File: src/rtl/pipe_stage_chain.sv
// Parametrised chain of pipeline registers with per-stage stall/flush, bubble insertion,
// stall back-propagation and occupancy. Define PIPE_STAGE_CHAIN_PERF_EN for the bubble counter.
module pipe_stage_chain #(
  parameter int unsigned          DATA_W     = 32,
  parameter int unsigned          STAGES     = 4,
  parameter logic [DATA_W-1:0]    RESET_DATA = '0
) (
  input  logic                         CLK,
  input  logic                         RST,
  input  logic                         in_valid,
  input  logic [DATA_W-1:0]            in_data,
  output logic                         in_ready,
  input  logic [STAGES-1:0]            stall,
  input  logic [STAGES-1:0]            flush,
  output logic [STAGES-1:0]            stage_valid,
  output logic [STAGES*DATA_W-1:0]     stage_data,
  output logic                         out_valid,
  output logic [DATA_W-1:0]            out_data,
  output logic [$clog2(STAGES+1)-1:0]  occupancy,
  output logic [31:0]                  bubble_count
);

  localparam int unsigned OccW = $clog2(STAGES+1);

  logic [STAGES-1:0] hold_eff;
  logic [STAGES-1:0] valid_q, valid_d;
  logic [DATA_W-1:0] data_q [STAGES];
  logic [DATA_W-1:0] data_d [STAGES];
  logic [OccW-1:0]   occ_q, occ_d;

  // A stall in any older stage freezes every younger one.
  always_comb begin
    hold_eff[STAGES-1] = stall[STAGES-1];
    for (int i = STAGES - 2; i >= 0; i--) begin
      hold_eff[i] = stall[i] | hold_eff[i+1];
    end
  end

  always_comb begin
    valid_d = valid_q;
    for (int i = 0; i < STAGES; i++) begin
      data_d[i] = data_q[i];
    end

    if (flush[0]) begin
      valid_d[0] = 1'b0;
    end else if (!hold_eff[0]) begin
      valid_d[0] = in_valid;
      data_d[0]  = in_data;
    end

    for (int i = 1; i < STAGES; i++) begin
      if (flush[i]) begin
        valid_d[i] = 1'b0;
      end else if (hold_eff[i]) begin
        valid_d[i] = valid_q[i];
      end else if (hold_eff[i-1]) begin
        valid_d[i] = 1'b0;
      end else begin
        valid_d[i] = valid_q[i-1];
        data_d[i]  = data_q[i-1];
      end
    end
  end

  always_comb begin
    occ_d = '0;
    for (int i = 0; i < STAGES; i++) begin
      occ_d = occ_d + OccW'(valid_d[i]);
    end
  end

  always_ff @(posedge CLK) begin
    if (RST) begin
      valid_q <= '0;
      occ_q   <= '0;
      for (int i = 0; i < STAGES; i++) begin
        data_q[i] <= RESET_DATA;
      end
    end else begin
      valid_q <= valid_d;
      occ_q   <= occ_d;
      for (int i = 0; i < STAGES; i++) begin
        data_q[i] <= data_d[i];
      end
    end
  end

  always_comb begin
    stage_data = '0;
    for (int i = 0; i < STAGES; i++) begin
      stage_data[i*DATA_W +: DATA_W] = data_q[i];
    end
  end

  assign in_ready    = ~hold_eff[0];
  assign stage_valid = valid_q;
  assign out_valid   = valid_q[STAGES-1];
  assign out_data    = data_q[STAGES-1];
  assign occupancy   = occ_q;

`ifdef PIPE_STAGE_CHAIN_PERF_EN
  logic        bubble;
  logic [31:0] bubble_count_q, bubble_count_d;

  // Stage i bubbles when it is free to move but its upstream neighbour is frozen.
  assign bubble = |(hold_eff[STAGES-2:0] & ~hold_eff[STAGES-1:1] & ~flush[STAGES-1:1]);

  always_comb begin
    bubble_count_d = bubble_count_q;
    if (bubble && (bubble_count_q != 32'hFFFF_FFFF)) begin
      bubble_count_d = bubble_count_q + 32'd1;
    end
  end

  always_ff @(posedge CLK) begin
    if (RST) begin
      bubble_count_q <= '0;
    end else begin
      bubble_count_q <= bubble_count_d;
    end
  end

  assign bubble_count = bubble_count_q;
`else
  assign bubble_count = '0;
`endif

endmodule

File: config.mk
export PLATFORM = sky130hd
export DESIGN_NAME = pipe_stage_chain
export DESIGN_NICKNAME = d
export VERILOG_FILES = /design/src/rtl/pipe_stage_chain.sv
export SDC_FILE = /design/constraint.sdc
export NUM_CORES = 1
export LEC_CHECK = 0
export CAP_MARGIN = 20
export CORE_MARGIN = 5
export CORE_UTILIZATION = 40
export DETAILED_ROUTE_END_ITERATION = 7
export GPL_TIMING_DRIVEN = 0
export PLACE_DENSITY = 0.76
export SETUP_SLACK_MARGIN = 0.3
export SLEW_MARGIN = 40
export SYNTH_ARGS = -nofsm -noshare
export SYNTH_HDL_FRONTEND = slang
export SYNTH_SLANG_ARGS = --single-unit
File: constraint.sdc
create_clock -name CLK -period 3.7 [get_ports CLK]
set_input_delay 0.74 -clock CLK [delete_from_list [all_inputs] [get_ports CLK]]
set_output_delay 0.74 -clock CLK [all_outputs]
set_load 0.05 [all_outputs]
==> metrics.txt, run 1 <==
crit path DAT=2560 ps; number of global-route vias before repair=between 4,000 and 5,000; Gate Count Post-Synth=663; top post-synthesis cells by area=dfxtp_1, buf_4, nand2_1; routed vias=4,974; Crit Path Max Fanout=9; Period Utilization, post-route=0.8919; Syn Std Cell Area=0.005736 mm^2; Pre-antenna DRT Iters=5; Peak Freq=just over 300 MHz; WL final=~17,000 um; antenna violations before repair=0; critical path buffer and inverter count=4; largest stage delay on the critical path=~550 ps; CTS H-tree lvls=4; Final ANT Viol Nets=0; wire per inst=15.20 um; Top Ports=approximately 240; clock latency on the worst-skew pair=roughly 410 ps; Pwr Total=3.479 mW; crit-path cells=clkdlybuf4s50_1 -> or4_4 -> buf_6 -> inv_2 -> dlygate4sd2_1; Pleak=3.221 nW; PD cells=~400 mW/mm^2; Synth async-reset ratio=0; Total Nets Final=approximately 970; Area Overhead vs Synth=53.19%; Clock Path Buffers=2; commonest register cell after synthesis=dfxtp_1; Total Neg Setup Slack=0 ps; Yosys warnings=0; Min-Delay Path Class=flop to flop; most frequent cell after synthesis=dfxtp_1; synth unique cells=29; register area=between 0.002 and 0.003 mm^2; share of the synthesized area in the top cell type=0.4712; Slew headroom=0.5165; Worst-Margin Slew=around 720 ps; row count=between 40 and 50; vias per cell=around 4.5; final setup fails=0; clock period minus worst slack=approximately 3300 ps; first-pass GRT wire length=between 20,000 and 30,000 um; I/O Buffers=roughly 210; hpwl dp=13,170 um; DR DRC count=0; fillers=between 1,000 and 1,500; Core ar.=0.01399 mm^2; CTS tree=yes; area of the multi-input gates=0.002406 mm^2; Clock Tree Root=clkbuf_16; final hold vios=0; GRT overflow=0; area of the die=0.01683 mm^2; status=completed; register area share after synthesis=0.4712; clk sinks=around 140; layout cell share with drive strength beyond 1=0.1188; DP Worst Slack=60.74 ps; initial core utilization=0.4100; crit path kind=input port to primary output; Post-synth EDFFs=0; Post-synth top cells=dfxtp_1, nand2_1, a21oi_1, buf_4, nand2b_1; clock-pin slew on the worst setup and hold paths=around 50 ps; register bit total from synthesis=between 100 and 150; die width=between 100 and 150 um; CP required=between 2000 and 3000 ps; Inserted Clock Buffers=17; Slowest cell on crit path=clkdlybuf4s50_1; setup ws final=between 300 and 400 ps; Die Ht=129.7 um; VDD IR max=~0.32 mV; Worst path top cell family by delay=buffers and inverters; Worst Hold Margin=467.4 ps; pins over their slew limit=0; Setup Fix Bufs, Post-CTS=0; largest net degree at the start of global routing=17; maxcap violations=0; CP Capture Type=primary output; crit start category=input port; worst clock skew=around 4.0 ps; RSZ-0062 raised after global routing=no; Avg Cell Area, Syn=just under 9 um^2; DR iter-0 viols=just under 300; Synth area leader=dfxtp_1; Routability Congestion=0.8323; # diodes=0; overall routing resource usage=0.1976
sequential cells by signal (all words and copies together) (netlist names):
signal,count
stage_valid,4
data_q,128
occupancy,3
layout make-up:
class,instances,area share
buffer,111,0.08331
inverter,3,0.001282
sequential,135,0.3076
tap,180,0.02563
multi-input combinational,445,0.2739
clock buffer,24,0.05711
timing repair buffer,209,0.2380
clock inverter,7,0.01324
placed cells by master (no fill, tap or decap), drive strengths merged:
cell type	instances
dfxtp	135
dlygate4sd2	1
ha	2
clkinvlp	1
or3	1
nand2	129
or2	2
a21oi	65
clkdlybuf4s50	208
nor3	4
or4b	1
or4	2
o21ai	65
clkinv	3
nor2b	37
mux2i	34
clkbuf	62
or3b	1
nor4	1
nand2b	65
buf	73
a21o	1
inv	3
nor2	2
conb	32
fa	1
bufinv	3
kinds of logic after synthesis:
group	Yosys count	synth area share
and+or+nand+nor	245	0.2166
DFF	135	0.4712
adders and majority gates	3	0.007853
other	1	0.0006538
AOI/OAI and AO/OA	131	0.1147
muxes	34	0.05934
buffers and inverters	114	0.1296
power by group:
part | internal (mW) | leakage (nW) | switching, mW | total, mW
Clock | 1.14 | 0.302 | 0.599 | 1.74
Sequential | 1.46 | 1.09 | 0.00273 | 1.46
Combinational | 0.0999 | 1.83 | 0.173 | 0.273
repair_timing:
item,in CTS,in global routing
endpoints found under the setup margin,1,0
hold buffers,0,0
resized for setup,1,0
per-stage QoR:
step | instances | area (um^2) | utilization
3_3_place_gp | 1083 | 8169 | 0.5840
2_1_floorplan | 694 | 5852 | -
5_1_grt | 1114 | 8786 | 0.6281
3_5_place_dp | 1083 | 8169 | 0.5840
6_report | 1114 | 8786 | 0.6281
4_1_cts | 1114 | 8786 | 0.6281
tightest hold or removal path, stage by stage (launching register included):
cell,delay [ps]
dfxtp_1,320
nand2_1,50
a21oi_1,50
layer usage:
metal  share of wire  GRT usage
met5               0          0
met4           0.020    0.07702
met3           0.077    0.05362
met2            0.48     0.3242
met1            0.42     0.2483
worst paths after layout:
kind / from / end / slack (ps) / depth (start not counted)
max: stall[2] / in_ready / 400 / 5
min: data_q[3][28] / data_q[3][28] / 470 / 2
max reg2reg: stage_valid[2] / occupancy[1] / 1480 / 7
min reg2reg: data_q[3][28] / data_q[3][28] / 470 / 2
No activity file was read; power rests on OpenSTA's default activity.
==> inputs of run 2 (changes only) <==
==> constraint.sdc (replaced) <==
create_clock -name CLK -period 3.7 [get_ports CLK]
set_input_delay 0.925 -clock CLK [delete_from_list [all_inputs] [get_ports CLK]]
set_output_delay 0.925 -clock CLK [all_outputs]
set_load 0.05 [all_outputs]
==> metrics.txt, run 2 (synthesis results as in run 1) <==
number of global-route vias before repair=4,709 (unchanged); crit path kind=input port to primary output; Pleak=3.250 nW (+0.92%); Setup Fix Bufs, Post-CTS=0 (unchanged); first-pass GRT wire length=25,640 um (unchanged); GRT overflow=0 (unchanged); clock latency on the worst-skew pair=420 ps (about the same); # diodes=0 (unchanged); crit start category=input port; Peak Freq=327.3 MHz (+8.0%); clock-pin slew on the worst setup and hold paths=50 ps (about the same); crit-path cells=dlymetal6s2s_1 -> or4_4 -> buf_12 -> inv_2 -> buf_2; Total Nets Final=968 (unchanged); CTS tree=yes; Die Ht=129.7 um (unchanged); vias per cell=4.487 (+0.48%); DR DRC count=0 (unchanged); largest stage delay on the critical path=510 ps (-40 ps); Worst-Margin Slew=717.3 ps (-2.367 ps); Crit Path Max Fanout=8 (-1); final hold vios=0 (unchanged); antenna violations before repair=0 (unchanged); die width=129.7 um (unchanged); final setup fails=0 (unchanged); hpwl dp=13,170 um (unchanged); fillers=1,262 (-0.47%); Final ANT Viol Nets=0 (unchanged); commonest non-fill, non-tap cell in the layout=clkdlybuf4s50_1; Core ar.=0.01399 mm^2 (unchanged); CP Capture Type=primary output; DR iter-0 viols=270 (-6.9%); commonest cells after routing, fill and taps aside=clkdlybuf4s50_1, dfxtp_1, nand2_1; Inserted Clock Buffers=17 (unchanged); setup ws final=645.1 ps (+245.2 ps); CTS H-tree lvls=4 (unchanged); largest net degree at the start of global routing=17 (unchanged); largest reg by FF count=data_q; Clock Tree Root=clkbuf_16; WL final=17,000 um (+0.35%); worst clock skew=5.813 ps (+1.810 ps); VDD IR max=0.3215 mV (-0.70%); pins over their slew limit=0 (unchanged); Clock Path Buffers=2 (unchanged); Worst Hold Margin=467.4 ps (+0.03200 ps); maxcap violations=0 (unchanged); crit path DAT=2130 ps (-430 ps); DP Worst Slack=-235.1 ps (-295.8 ps); layout cell share with drive strength beyond 1=0.1199 (+0.001071); Min-Delay Path Class=flop to flop; Pwr Total=3.486 mW (+0.19%); RSZ-0062 raised after global routing=no; Routability Congestion=0.8323 (unchanged); CP required=2770 ps (-190 ps); PD cells=396.2 mW/mm^2 (about the same); area of the die=0.01683 mm^2 (unchanged); Top Ports=244 (unchanged); clk sinks=135 (unchanged); overall routing resource usage=0.1976 (unchanged); max reg flops=128 (unchanged); routed vias=4,998 (+0.48%); utilization after layout=0.6290 (+0.0008940); clock period minus worst slack=3055 ps (-245.2 ps); I/O Buffers=209 (unchanged); status=completed; Total Neg Setup Slack=0 ps (unchanged); Slowest cell on crit path=or4_4; row count=43 (unchanged); Pre-antenna DRT Iters=5 (unchanged); Area Overhead vs Synth=53.40%; Slew headroom=0.5181 (+0.001589); wire per inst=15.26 um (+0.35%); initial core utilization=0.4100 (unchanged); Period Utilization, post-route=0.8257 (-0.06626)
run 2: changes by cell type in the layout (fill, tap and decap cells not counted):
cell	change
buf_12	+1
buf_2	+1
buf_6	-1
clkdlybuf4s50_1	-3
dlygate4sd2_1	-1
dlymetal6s2s_1	+3
run 2: repair_timing:
action | in CTS | in global routing
hold buffers | 0 | 0
endpoints found under the setup margin | 1 | 3
gates resized for setup | 5 | 5
pin swaps | 0 | 1
gates cloned | 0 | 0
run 2: final cells by class:
cell class	count	area, um^2	share of cell area
plain buffers	111	740.7	0.08419
clock buffers	24	501.7	0.05702
clock inverters	7	116.4	0.01323
inverters	3	11.26	0.001280
multi-input cells	445	2406	0.2735
flip-flops and latches	135	2703	0.3072
well taps	180	225.2	0.02560
repair buffers	209	2095	0.2381
run 2: final timing paths:
path             startpoint  depth (start not counted)             to  slack [ps]
min           data_q[3][28]                          2  data_q[3][28]         470
max reg2reg  stage_valid[2]                          7   occupancy[1]        1490
max                stall[1]                          5       in_ready         650
min reg2reg   data_q[3][28]                          2  data_q[3][28]         470
run 2: report_power, final:
group	leakage, nW	switching [mW]	internal, mW
sequential	1.09	0.00272	1.46
combinational	1.86	0.174	0.100
clock	0.302	0.606	1.14
run 2: through the flow:
stage | cell area (um^2) | std cells
global route | 8798 | 1114
detailed placement | 8169 | 1083
global placement | 8169 | 1083
CTS | 8782 | 1114
finish | 8798 | 1114
floorplan | 5852 | 694
run 2: layer usage:
layer / GRT usage / up-vias / wire [um]
met5: 0 / - / 0
met1: 0.2483 / 2209 / 7146
met3: 0.05362 / 21 / 1370
li1: - / 2585 / -
met2: 0.3242 / 183 / 8133
met4: 0.07702 / 0 / 348
run 2: worst max-delay path, delay by kind of cell:
kind                   cells  cell delay [ps]
AND/OR/NAND/NOR            1              510
buffers and inverters      4              690
==> inputs of run 3 (changes only) <==
CORE_UTILIZATION = 39   (was 40)
PLACE_DENSITY = 0.77   (was 0.76)
clock period = 2.58 ns   (was 3.7 ns; I/O delays follow)
==> metrics.txt, run 3 (synthesis results as in run 1) <==
status=completed; internal power=3.837 mW (+42%); setup ws final=33.02 ps (-612.1 ps); first-pass GRT wire length=27,310 um (+6.5%); largest reg by FF count=data_q; maxcap violations=0 (unchanged); area of the die=0.01723 mm^2 (+2.4%); Top Ports=244 (unchanged); Switching Share=0.2262 (+0.001745); VDD IR max=0.3963 mV (+23%); max reg flops=128 (unchanged); initial core utilization=0.3961 (-0.01389); cells on worst reg2reg path=7 (unchanged); number of global-route vias before repair=5,026 (+6.7%); overall routing resource usage=0.1960 (-0.001571); CTS tree=yes; RSZ-0062 raised after global routing=yes; Pre-antenna DRT Iters=4 (-1); crit start category=input port; Crit Path Max Fanout=2 (-6); hpwl dp=13,420 um (+1.9%); Post-DP Area=0.008185 mm^2 (+0.20%); CTS H-tree lvls=4 (unchanged); worst clock skew=5.439 ps (-0.3743 ps); Design Area, Final=0.008872 mm^2 (+0.84%); DR iter-0 viols=278 (+3.0%); Period Utilization, post-route=0.9872; antenna violations before repair=0 (unchanged); clock-pin slew on the worst setup and hold paths=50 ps (about the same); Routability Congestion=0.8369 (+0.55%); Worst Hold Margin=464.4 ps (-2.977 ps); clk sinks=135 (unchanged); worst hold path cell count=2 (unchanged); crit path kind=input port to flop; Comb pwr share=0.081 (+0.002); crit path DAT=2830 ps (+700 ps); commonest non-fill, non-tap cell in the layout=dfxtp_1; Slew headroom=0.5308 (+0.01263); Die Ht=131.3 um (+1.2%); Area Overhead vs Synth=54.69%; CP Capture Type=flop; Core ar.=0.01448 mm^2 (+3.5%); routed vias=5,080 (+1.6%); Psw=1.122 mW (+43%); Min-Delay Path Class=flop to flop; row count=44 (+2.3%); die width=131.3 um (+1.2%); layout cell share with drive strength beyond 1=0.1331 (+0.01321); GRT overflow=0 (unchanged); placed insts=1,087 (+0.37%); DR DRC count=0 (unchanged); clock latency on the worst-skew pair=410 ps (about the same); sequential share of power=0.423 (+0.004); Inserted Clock Buffers=17 (unchanged); CP required=2860 ps (+90 ps); DP Worst Slack=-948.2 ps (-713.2 ps); final hold vios=0 (unchanged); fillers=1,313 (+4.0%); Clock Path Buffers=2 (unchanged); Layout Cells excl Fill=1,123 (+0.81%); power share of the clock group=0.496 (-0.006); Pleak=4.198 nW (+29%); Final ANT Viol Nets=0 (unchanged); clock period minus worst slack=2547 ps; final setup fails=0 (unchanged); Clock Tree Root=clkbuf_16; Worst-Margin Slew=698.0 ps (-19.24 ps); wire per inst=15.51 um (+1.7%); WL final=17,420 um (+2.5%); # hold bufs at CTS=0 (unchanged); Total Nets Final=973 (+0.52%); pins over their slew limit=0 (unchanged); # diodes=0 (unchanged); largest net degree at the start of global routing=17 (unchanged); commonest cells after routing, fill and taps aside=dfxtp_1, nand2_1, clkdlybuf4s50_1; PD cells=558.9 mW/mm^2 (+41%); Peak Freq=about 390 MHz; I/O Buffers=209 (unchanged); vias per cell=4.524 (+0.83%)
[run 3: cell types whose count changed in the layout (fill, tap and decap cells not counted), moves of 2 or more]
cell	change
clkdlybuf4s50_1	-105
ha_4	+2
dlygate4sd2_1	+72
buf_4	+5
clkbuf_8	+2
ha_1	-2
clkinvlp_4	+2
dlymetal6s2s_1	+30
buf_8	+2
[run 3: layout make-up]
cell class / count / area (um^2) / area share
Buffer: 111 / 744.5 / 0.08391
Clock buffer: 25 / 525.5 / 0.05923
Clock inverter: 6 / 87.58 / 0.009872
Inverter: 3 / 13.76 / 0.001551
Multi-Input combinational cell: 445 / 2445 / 0.2756
Sequential cell: 135 / 2703 / 0.3046
Tap cell: 184 / 230.2 / 0.02595
Timing Repair Buffer: 214 / 2123 / 0.2393
[run 3: worst max-delay path: stages]
cell,delay (ps)
buf_12,100
or4_4,530
buf_8,140
mux2i_2,140
or2_4,240
fa_1,520
inv_2,50
ha_4,150
ha_4,200
nor2b_4,110
[run 3: routing by layer]
layer,share of wire,up-vias,GRT usage
li1,-,2585,-
met1,0.42,2294,0.2327
met2,0.48,170,0.3307
met3,0.065,31,0.05428
met4,0.028,0,0.08743
met5,0,-,0
[run 3: repair_timing]
action,CTS,global route
setup endpoints to repair,75,37
gates resized for setup,98,35
setup buffers,3,2
pin swaps,3,1
[run 3: per-stage QoR]
| stage | TNS (ps) | power (mW) | util |
|---|---|---|---|
| 5_1_grt | -8.322 | 5.134 | 0.6128 |
| 6_report | 0 | 4.959 | 0.6128 |
| 3_5_place_dp | -3510 | 2.536 | 0.5653 |
| 4_1_cts | -1.698 | 5.005 | 0.6053 |
| 3_3_place_gp | -3445 | 2.536 | 0.5653 |
| 2_1_floorplan | -635.4 | 2.411 | - |
[run 3: worst paths after layout]
kind                                     start            end  slack, ps
worst max-delay path                  stall[3]   occupancy[1]         30
worst min-delay path             data_q[3][29]  data_q[3][29]        460
worst max register to register  stage_valid[2]   occupancy[1]        440
worst min register to register   data_q[3][29]  data_q[3][29]        460
[run 3: power groups by stage]
| stage | sequential, mW | clock, mW | combinational [mW] |
|---|---|---|---|
| floorplan | 2.17 | 0 | 0.245 |
| global route | 2.10 | 2.61 | 0.428 |
| detailed placement | 2.14 | 0 | 0.394 |
| finish | 2.10 | 2.46 | 0.401 |
| global placement | 2.14 | 0 | 0.394 |
| CTS | 2.10 | 2.51 | 0.399 |
